==> src/rtl/disp_arbiter_pkg.sv <==
// Shared types and helpers for the seven-segment display arbiter.
// Optional blink feature is selected by DISP_BLINK_EN in disp_arbiter.
package disp_pkg;

  localparam int VALUE_W = 6;

  typedef enum logic [1:0] {
    SRC_SCORE = 2'd0,
    SRC_TIMER = 2'd1,
    SRC_FLASH = 2'd2
  } src_e;

  typedef enum logic [1:0] {
    SCORE,
    TIMER,
    FLASH
  } disp_state_e;

  // Counter width large enough to hold any value up to and including v.
  function automatic int cnt_width(input int v);
    return $clog2(v) + 1;
  endfunction

endpackage

==> src/rtl/disp_arbiter_if.sv <==
// Display arbiter bus: game-side sources in, decoder-side value/blank out.
interface disp_arbiter_if;
  import disp_pkg::*;

  logic               display_en;
  logic [VALUE_W-1:0] score_value;
  logic               timer_active;
  logic [VALUE_W-1:0] timer_value;
  logic               flash_req;
  logic [VALUE_W-1:0] flash_value;
  logic [VALUE_W-1:0] result_data;
  logic               blank;
  logic [1:0]         src;
  logic               flash_busy;

  modport master (
    output display_en, score_value, timer_active, timer_value, flash_req, flash_value,
    input  result_data, blank, src, flash_busy
  );

  modport slave (
    input  display_en, score_value, timer_active, timer_value, flash_req, flash_value,
    output result_data, blank, src, flash_busy
  );

endinterface

==> src/rtl/disp_hold_timer.sv <==
// Loadable down-counter that stops at zero; zero flags the final cycle of a hold.
module disp_hold_timer
  import disp_pkg::*;
#(
  parameter int  MAX_VAL = 1,
  localparam int W       = cnt_width(MAX_VAL)
) (
  input  logic         clk,
  input  logic         reset,
  input  logic         load,
  input  logic [W-1:0] load_val,
  input  logic         enable,
  output logic         zero
);

  logic [W-1:0] count;

  always_ff @(posedge clk) begin
    if (reset) begin
      count <= '0;
    end else if (load) begin
      count <= load_val;
    end else if (enable && count != '0) begin
      count <= count - 1'b1;
    end
  end

  assign zero = (count == '0);

endmodule

==> src/rtl/disp_arbiter.sv <==
// Chooses score, countdown or held flash message for the two-digit display.
// Define DISP_BLINK_EN to blink the flash message instead of showing it steadily.
module disp_arbiter
  import disp_pkg::*;
#(
  parameter int HOLD_CYCLES  = 50_000_000,
  parameter int BLINK_CYCLES = 12_500_000
) (
  input logic           clk,
  input logic           reset,
  disp_arbiter_if.slave bus
);

  localparam int HOLD_W  = cnt_width(HOLD_CYCLES);

  if (HOLD_CYCLES < 1 || BLINK_CYCLES < 1) begin : g_bad_param
    $error("disp_arbiter: HOLD_CYCLES and BLINK_CYCLES must be >= 1");
  end

  disp_state_e        state;
  logic [VALUE_W-1:0] flash_val;
  logic               hold_zero;
  logic               flash_stay;
  logic               blink_phase_nxt;

  // Remain in FLASH only while the hold has not expired and no new request arrives.
  assign flash_stay = !bus.flash_req && (state == FLASH) && !hold_zero;

  disp_hold_timer #(.MAX_VAL(HOLD_CYCLES)) u_hold (
    .clk      (clk),
    .reset    (reset),
    .load     (bus.flash_req),
    .load_val (HOLD_W'(HOLD_CYCLES - 1)),
    .enable   (state == FLASH),
    .zero     (hold_zero)
  );

`ifdef DISP_BLINK_EN
  localparam int BLINK_W = cnt_width(BLINK_CYCLES);

  logic blink_zero;
  logic blink_phase;

  disp_hold_timer #(.MAX_VAL(BLINK_CYCLES)) u_blink (
    .clk      (clk),
    .reset    (reset),
    .load     (bus.flash_req || (flash_stay && blink_zero)),
    .load_val (BLINK_W'(BLINK_CYCLES - 1)),
    .enable   (flash_stay),
    .zero     (blink_zero)
  );

  always_comb begin
    blink_phase_nxt = 1'b0;
    if (flash_stay) begin
      blink_phase_nxt = blink_phase ^ blink_zero;
    end
  end

  always_ff @(posedge clk) begin
    if (reset) begin
      blink_phase <= 1'b0;
    end else begin
      blink_phase <= blink_phase_nxt;
    end
  end
`else
  assign blink_phase_nxt = 1'b0;
`endif

  always_ff @(posedge clk) begin
    if (reset) begin
      state          <= SCORE;
      flash_val      <= '0;
      bus.result_data <= '0;
      bus.blank      <= 1'b1;
      bus.src        <= SRC_SCORE;
      bus.flash_busy <= 1'b0;
    end else begin
      bus.blank <= ~bus.display_en | blink_phase_nxt;
      if (bus.flash_req) begin
        state           <= FLASH;
        flash_val       <= bus.flash_value;
        bus.result_data <= bus.flash_value;
        bus.src         <= SRC_FLASH;
        bus.flash_busy  <= 1'b1;
      end else if (flash_stay) begin
        state           <= FLASH;
        bus.result_data <= flash_val;
        bus.src         <= SRC_FLASH;
        bus.flash_busy  <= 1'b1;
      end else if (bus.timer_active) begin
        state           <= TIMER;
        bus.result_data <= bus.timer_value;
        bus.src         <= SRC_TIMER;
        bus.flash_busy  <= 1'b0;
      end else begin
        state           <= SCORE;
        bus.result_data <= bus.score_value;
        bus.src         <= SRC_SCORE;
        bus.flash_busy  <= 1'b0;
      end
    end
  end

endmodule
==> src/flat_wrapper.sv <==
// flat-port wrapper written by rule: the top's interface ports become plain ports
module disp_arbiter_flat import disp_pkg::*;
#(
  parameter int HOLD_CYCLES  = 50_000_000,
  parameter int BLINK_CYCLES = 12_500_000
)
  (clk, reset, bus_display_en, bus_score_value, bus_timer_active, bus_timer_value, bus_flash_req, bus_flash_value, bus_result_data, bus_blank, bus_src, bus_flash_busy);
  disp_arbiter_if bus_i ();
  input logic clk;
  input logic reset;
  input wire logic [$bits(bus_i.display_en)-1:0] bus_display_en;
  input wire logic [$bits(bus_i.score_value)-1:0] bus_score_value;
  input wire logic [$bits(bus_i.timer_active)-1:0] bus_timer_active;
  input wire logic [$bits(bus_i.timer_value)-1:0] bus_timer_value;
  input wire logic [$bits(bus_i.flash_req)-1:0] bus_flash_req;
  input wire logic [$bits(bus_i.flash_value)-1:0] bus_flash_value;
  output wire logic [$bits(bus_i.result_data)-1:0] bus_result_data;
  output wire logic [$bits(bus_i.blank)-1:0] bus_blank;
  output wire logic [$bits(bus_i.src)-1:0] bus_src;
  output wire logic [$bits(bus_i.flash_busy)-1:0] bus_flash_busy;
  assign bus_i.display_en = bus_display_en;
  assign bus_i.score_value = bus_score_value;
  assign bus_i.timer_active = bus_timer_active;
  assign bus_i.timer_value = bus_timer_value;
  assign bus_i.flash_req = bus_flash_req;
  assign bus_i.flash_value = bus_flash_value;
  assign bus_result_data = bus_i.result_data;
  assign bus_blank = bus_i.blank;
  assign bus_src = bus_i.src;
  assign bus_flash_busy = bus_i.flash_busy;
  disp_arbiter #(.HOLD_CYCLES(HOLD_CYCLES), .BLINK_CYCLES(BLINK_CYCLES)) u_core (.clk(clk), .reset(reset), .bus(bus_i));
endmodule
==> config.mk <==
export PLATFORM = sky130hd
export DESIGN_NAME = disp_arbiter_flat
export DESIGN_NICKNAME = d
export VERILOG_FILES = /design/src/rtl/disp_arbiter_pkg.sv /design/src/rtl/disp_arbiter_if.sv /design/src/rtl/disp_hold_timer.sv /design/src/rtl/disp_arbiter.sv /design/src/flat_wrapper.sv
export SDC_FILE = /design/constraint.sdc
export NUM_CORES = 1
export LEC_CHECK = 0
export ABC_AREA = 1
export BUFFER_PORTS_ARGS = -buffer_cell sky130_fd_sc_hd__buf_2
export CAP_MARGIN = 20
export CELL_PAD_IN_SITES_DETAIL_PLACEMENT = 1
export CELL_PAD_IN_SITES_GLOBAL_PLACEMENT = 1
export CORE_MARGIN = 8
export CORE_UTILIZATION = 41
export DETAILED_ROUTE_END_ITERATION = 6
export PLACE_DENSITY = 0.81
export SLEW_MARGIN = 20
export SYNTH_ARGS = -nofsm -noshare
export SYNTH_HDL_FRONTEND = slang
export SYNTH_SLANG_ARGS = --single-unit
export TNS_END_PERCENT = 20
==> constraint.sdc <==
create_clock -name clk -period 2.1 [get_ports clk]
set_input_delay 0.105 -clock clk [delete_from_list [all_inputs] [get_ports clk]]
set_output_delay 0.105 -clock clk [all_outputs]
set_load 0.01 [all_outputs]
==> run summary, run 1 <==
Detailed-route DRC error count: 0
Maximum vdd drop: 0.303 mV
CTS buffer count: 5
Critical Path Source Type: flip-flop
Status: finished clean
Number of diodes: 0
HP Class: input pin to flip-flop
First-pass GRT wire length: 12.4 mm
Final hold slack: 76.8 ps
Post-CTS setup buffer count: 0
Post-synth top cells: 107 x nand2_1, 42 x dfxtp_1, 41 x inv_1
Endpoints failing hold: 0
CTS max path bufs: 2
Core Rows: 28
Post-synth EDFFs: 0
Reg clk slew, reported paths: 90 ps
Final setup vio count: 0
CTS resizes: 0
Post-route antenna net violation count: 0
Post-synth cell types: 30
Routed WL: 7.14 mm
Largest net degree at the start of global routing: 31
Sequential cell area fraction in the yosys report: 33.4%
Vias per cell: 5.11
Syn Std Cell Area: 2520 sq um
Tcrit/Tclk final: 87.4%
Data required, critical path: 2330 ps
Crit path DAT: 2070 ps
Mapped Nets: 400
Max-slew violation count: 0
Fin util: 47.9%
Initial antenna violation count: 0
TritonCTS clock tree: done
Nets: 434
Buffers on Ports: 32
H-tree levels: 2
Fraction of layout cells with a size suffix above 1: 17.8%
Sw frac: 33.7%
Die area: 8910 sq um
DR pass1 iterations: 4
Pwr dens: 652 nW/um^2
Fin cells: 485
Dominant cell type by area after synthesis: dfxtp_1
Inst Count DP: 476
Fill count: 813
Sequential Power Share: 48.2%
Worst-path maximum fanout: 30
Clk_skew: 8.81 ps
Die H: 94.4 um
Vias in the first global route: 2597
Per-cell routed wire length: 14.7 um
Most frequent cell after synthesis: nand2_1
FFs w/ async S/R, synth: 0%
Die width: 94.4 um
Internal power: 1.23 mW
P&R area growth vs syn: 12.6%
Slew margin rel.: 71.6%
I/O pins: 33
Area share of the largest cell type after synthesis: 33.4%
Worst Setup End Kind: flip-flop
Least-Margin Pin Slew: 426 ps
Mapped Cells: 375
#FFs+latches synth: 42
P_sw: 0.622 mW
Root cell of the clock tree: clkbuf_8
Max-cap violations: 0
Clock power share: 29.5%
Multi-input gate area: 1450 sq um
Post-DP HPWL: 5.41 mm
Worst Setup Path Type: flip-flop to flip-flop
Clk_lat worst skew: 310 ps
Initial core utilization: 42.5%
Unrepaired setup endpoints after global routing: false
Yosys Warn Count: 0
DRT iter0 DRCs: 174
Vias: 2477
Area contributors post-synth: dfxtp_1 33%, nand2_1 16%, nand3_1 7.6%, inv_1 6.1%, nor2_1 6.0%
Combinational share of power: 22.3%
Post-synth top flop: dfxtp_1
Final GP Congestion: 0.838
All-Layer GR Usage: 17.4%
Setup tns final: 0 ps
Grt ovf: 0
Leakage power: 1.32 nW
Period minus WS final: 1840 ps
F_max: 545 MHz
Clk sinks: 42
Syn avg cell area: 6.72 sq um
Area taken by flip-flops and latches: 841 sq um
Core Area: 5920 sq um
-- final cells by class --
| cell class | instances | area share [%] |
|---|---|---|
| multi-input combinational | 280 | 51.0 |
| sequential | 42 | 29.6 |
| timing repair buffer | 39 | 7.59 |
| inverter | 41 | 5.43 |
| tap | 75 | 3.31 |
| clock buffer | 6 | 2.56 |
| clock inverter | 2 | 0.485 |
-- timing repair --
item	CTS	global route
endpoints found under the setup margin	0	0
hold buffers	1	0
endpoints found under the hold margin	1	0
-- critical path, stage by stage, from the launching register on --
cell	delay, ps
dfxtp_1	340
inv_1	140
ha_1	170
nand3_1	100
nor2_2	170
nand3_4	160
nand2_4	330
nand2_2	180
o21ai_1	170
-- flip-flops by register name, summed over array words and instances, names as in the netlist --
name and flops:
u_core.flash_val 6, u_core.u_hold.count 27, u_core.state 2, u_core.bus.result_data 6, u_core.bus.blank 1
-- final timing paths --
path,startpoint,endpoint,slack [ps],depth (start not counted)
worst max register to register,u_core.u_hold.count[0],u_core.bus.result_data[2],260,8
worst min-delay path,bus_score_value[3],u_core.bus.result_data[3],80,3
worst min register to register,u_core.flash_val[1],u_core.flash_val[1],470,2
worst max-delay path,u_core.u_hold.count[0],u_core.bus.result_data[2],260,8
-- per-stage QoR --
step / setup WS, ps / power [mW] / cell area, sq um
3_5_place_dp: 271 / 1.32 / 2740
2_1_floorplan: 596 / 1.20 / 2520
4_1_cts: 245 / 1.86 / 2840
6_report: 264 / 1.85 / 2840
5_1_grt: 59.9 / 1.95 / 2840
3_3_place_gp: 328 / 1.30 / 2740
-- cell families after synthesis --
kind of cell | synth area share, %
compound gates | 8.05
fa+ha+maj | 0.993
flops | 33.4
mux | 2.38
buf+inv | 9.19
simple gates | 42.9
xor+xnor | 3.13
-- power groups by stage --
stage	Clock [mW]	Combinational [mW]	Sequential, mW
6_report	0.546	0.412	0.891
5_1_grt	0.589	0.464	0.898
4_1_cts	0.555	0.416	0.891
3_5_place_dp	0	0.411	0.909
3_3_place_gp	0	0.395	0.907
2_1_floorplan	0	0.298	0.903
-- layout by cell type, fill, tap and decap left out, types with 2 or more instances in the layout --
cell / count
o21ai_0: 2
ha_1: 2
xnor2_1: 4
nand4_1: 12
nand3_1: 38
o21bai_1: 7
dfxtp_1: 42
a21oi_1: 18
nand2_1: 107
clkbuf_8: 5
nor2_1: 40
inv_1: 41
nand2_2: 4
nor2_2: 12
mux2i_1: 6
nor3_1: 2
buf_4: 6
o21ai_1: 7
buf_2: 32
nor2_4: 6
xor2_1: 5
nor2_8: 2
-- metal layers --
metal	global-route usage [%]	wire, um	up-vias
li1	-	-	1262
met1	20.7	3320	1167
met2	30.4	3430	40
met3	3.41	296	8
met4	5.55	91	0
met5	0	0	-
Power figures use the tool's default switching activity.
==> run 2: changes to the inputs <==
- CORE_UTILIZATION: 41 -> 44
- HOLD_SLACK_MARGIN: not set -> 0.02
- PLACE_DENSITY: 0.81 -> 0.86
- clock period: 2.1 -> 2.35 ns (I/O delays scaled with it)
==> run 2 against run 1 <==
Effect of this change:
- register-to-register slack improved by 230 ps
- highest routed layer unchanged
- total power decreased by 5.2%
- sequential share of layout area grew 0.10 points
- die area is 5.7% lower
- non-clock buffer count is 4 lower
- wire length grew 2.9%
- clock skew shrank 4.8 ps
==> run summary, run 2 (same netlist as run 1, synthesis figures left out) <==
Reg2reg path depth: 10 (+2)
Crit Reg-Reg Startpoint: u_core.u_hold.count[0]
Per-cell routed wire length: 15.4 um (+4.4%)
Pwr dens: 620 nW/um^2 (-4.8%)
Highest-count cells in the layout ignoring fill and taps: 107 x nand2_1, 42 x dfxtp_1, 41 x inv_1, 40 x nor2_1, 38 x nand3_1
R2R Setup Slk: 490 ps (+230 ps)
TritonCTS clock tree: done
Buffers on Ports: 32 (unchanged)
Worst Setup End Kind: flip-flop
Max FFs per register: 27 (unchanged)
Clk_skew: 4.03 ps (-4.78 ps)
Initial antenna violation count: 0 (unchanged)
Largest net degree at the start of global routing: 31 (unchanged)
DR pass1 iterations: 4 (unchanged)
Largest regs: u_core.u_hold.count (27), u_core.bus.result_data (6), u_core.flash_val (6)
Hold-critical path endpoint: u_core.bus.result_data[3]
Routed WL: 7.35 mm (+2.9%)
Hold_sp: bus_score_value[3]
Vias per cell: 5.19 (+1.7%)
Reg clk slew, reported paths: 80 ps (about the same)
H-tree levels: 2 (unchanged)
Leakage power: 1.30 nW (-1.1%)
Slew margin rel.: 56.8% (-15 points)
Crit-path cells: inv_1, ha_1, nand3_1, nor2_2, nand3_4, nand2_4, nand3_1, nand3_1, nand2_1, inv_1
DRT iter0 DRCs: 83 (-52%)
Die width: 91.7 um (-2.9%)
Clk sinks: 42 (unchanged)
Setup tns final: 0 ps (unchanged)
Max-slew violation count: 0 (unchanged)
Most used cell, CP: nand3_1
Power, Total: 1.75 mW (-5.2%)
CTS max path bufs: 2 (unchanged)
Hold-critical path depth: 3 (unchanged)
P&R area growth vs syn: 12.2%
Number of diodes: 0 (unchanged)
Final GP Congestion: 0.842 (+0.38%)
F_max: 538 MHz (-1.3%)
Crit path DAT: 2110 ps (+40 ps)
Fraction of layout cells with a size suffix above 1: 17.0% (-0.81 points)
All-Layer GR Usage: 18.2% (+0.85 points)
Vias in the first global route: 2674 (+3.0%)
Nets: 430 (-0.92%)
HP Class: input pin to flip-flop
Unrepaired setup endpoints after global routing: false
Initial core utilization: 45.7% (+3.2 points)
FF-to-FF End: u_core.u_hold.count[23]
Most common cell after layout, fill and taps aside: nand2_1
Post-DP HPWL: 5.54 mm (+2.4%)
Inst Count DP: 469 (-1.5%)
First-pass GRT wire length: 12.6 mm (+2.1%)
Post-route antenna net violation count: 0 (unchanged)
Status: finished clean
Detailed-route DRC error count: 0 (unchanged)
Worst-path maximum fanout: 30 (unchanged)
Crit. Startpoint: u_core.u_hold.count[0]
Worst path max stage delay: 340 ps (about the same)
Core Rows: 27 (-3.6%)
Root cell of the clock tree: clkbuf_8
Fin cells: 478 (-1.4%)
Fill count: 774 (-4.8%)
Critical Path Source Type: flip-flop
Tcrit/Tclk final: 79.1% (-8.3 points)
Die area: 8400 sq um (-5.7%)
Core Area: 5510 sq um (-7.0%)
CTS buffer count: 5 (unchanged)
Endpoints failing hold: 0 (unchanged)
CTS resizes: 0 (unchanged)
Grt ovf: 0 (unchanged)
Die H: 91.7 um (-2.9%)
Data required, critical path: 2600 ps (+270 ps)
Maximum vdd drop: 0.380 mV (+25%)
I/O pins: 33 (unchanged)
Final setup vio count: 0 (unchanged)
Vias: 2483 (+0.24%)
Max-cap violations: 0 (unchanged)
Clk_lat worst skew: 300 ps (about the same)
Period minus WS final: 1860 ps (+23.2 ps)
Slowest stage cell on the critical path: dfxtp_1
Least-Margin Pin Slew: 646 ps (+220 ps)
Worst Setup Path Type: flip-flop to flip-flop
Biggest register: u_core.u_hold.count
run 2: changes by cell type in the layout (fill, tap and decap cells not counted), sizes merged:
cell / delta
clkinv: -2
buf: -4
clkinvlp: +1
bufinv: +1
run 2: where the power goes:
group | switching (mW) | leakage [nW] | internal, mW
Sequential | 0.0430 | 0.347 | 0.753
Clock | 0.275 | 0.0514 | 0.318
Combinational | 0.239 | 0.905 | 0.126
Total | 0.557 | 1.30 | 1.20
run 2: layout make-up:
| type | instances | area [sq um] | share of cell area (%) |
|---|---|---|---|
| inverters | 41 | 154 | 5.44 |
| repair buffers | 35 | 185 | 6.55 |
| clock buffers | 6 | 72.6 | 2.57 |
| well taps | 72 | 90.1 | 3.19 |
| clock inverters | 2 | 37.5 | 1.33 |
| flip-flops and latches | 42 | 841 | 29.7 |
| multi-input cells | 280 | 1450 | 51.2 |
run 2: what timing repair did:
action / CTS / global route
setup endpoints to repair: 0 / 0
buffers inserted: 0 / 0
hold endpoints to repair: 1 / 0
hold buffers: 1 / 0
run 2: metal layers:
layer | track usage (%) | vias up | share of wire, %
li1 | - | 1251 | -
met1 | 21.8 | 1168 | 45
met2 | 31.7 | 53 | 49
met3 | 3.83 | 11 | 4.7
met4 | 5.46 | 0 | 1.6
met5 | 0 | - | 0
run 2: worst max path at each step:
stage	to	slack, ps	cells after the start
finish	u_core.u_hold.count[23]	490	10
global route	u_core.u_hold.count[24]	250	9
floorplan	u_core.u_hold.count[24]	850	9
global placement	u_core.u_hold.count[24]	600	9
detailed placement	u_core.u_hold.count[24]	510	9
CTS	u_core.u_hold.count[24]	480	9
run 2: stage by stage:
stage	instance area, sq um	utilization, %	worst slack [ps]	hold slack (ps)
2_1_floorplan	2520	-	846	187
5_1_grt	2830	51.3	247	98.0
4_1_cts	2830	51.3	476	80.7
3_3_place_gp	2710	49.1	598	283
6_report	2830	51.3	491	84.5
3_5_place_dp	2710	49.1	509	298
run 2: worst max-delay path: cells and delay by family (launching register included):
family	cells	cell delay, ps
and+or+nand+nor	7	1090
DFF	1	340
buffers and inverters	2	210
adders and majority gates	1	160
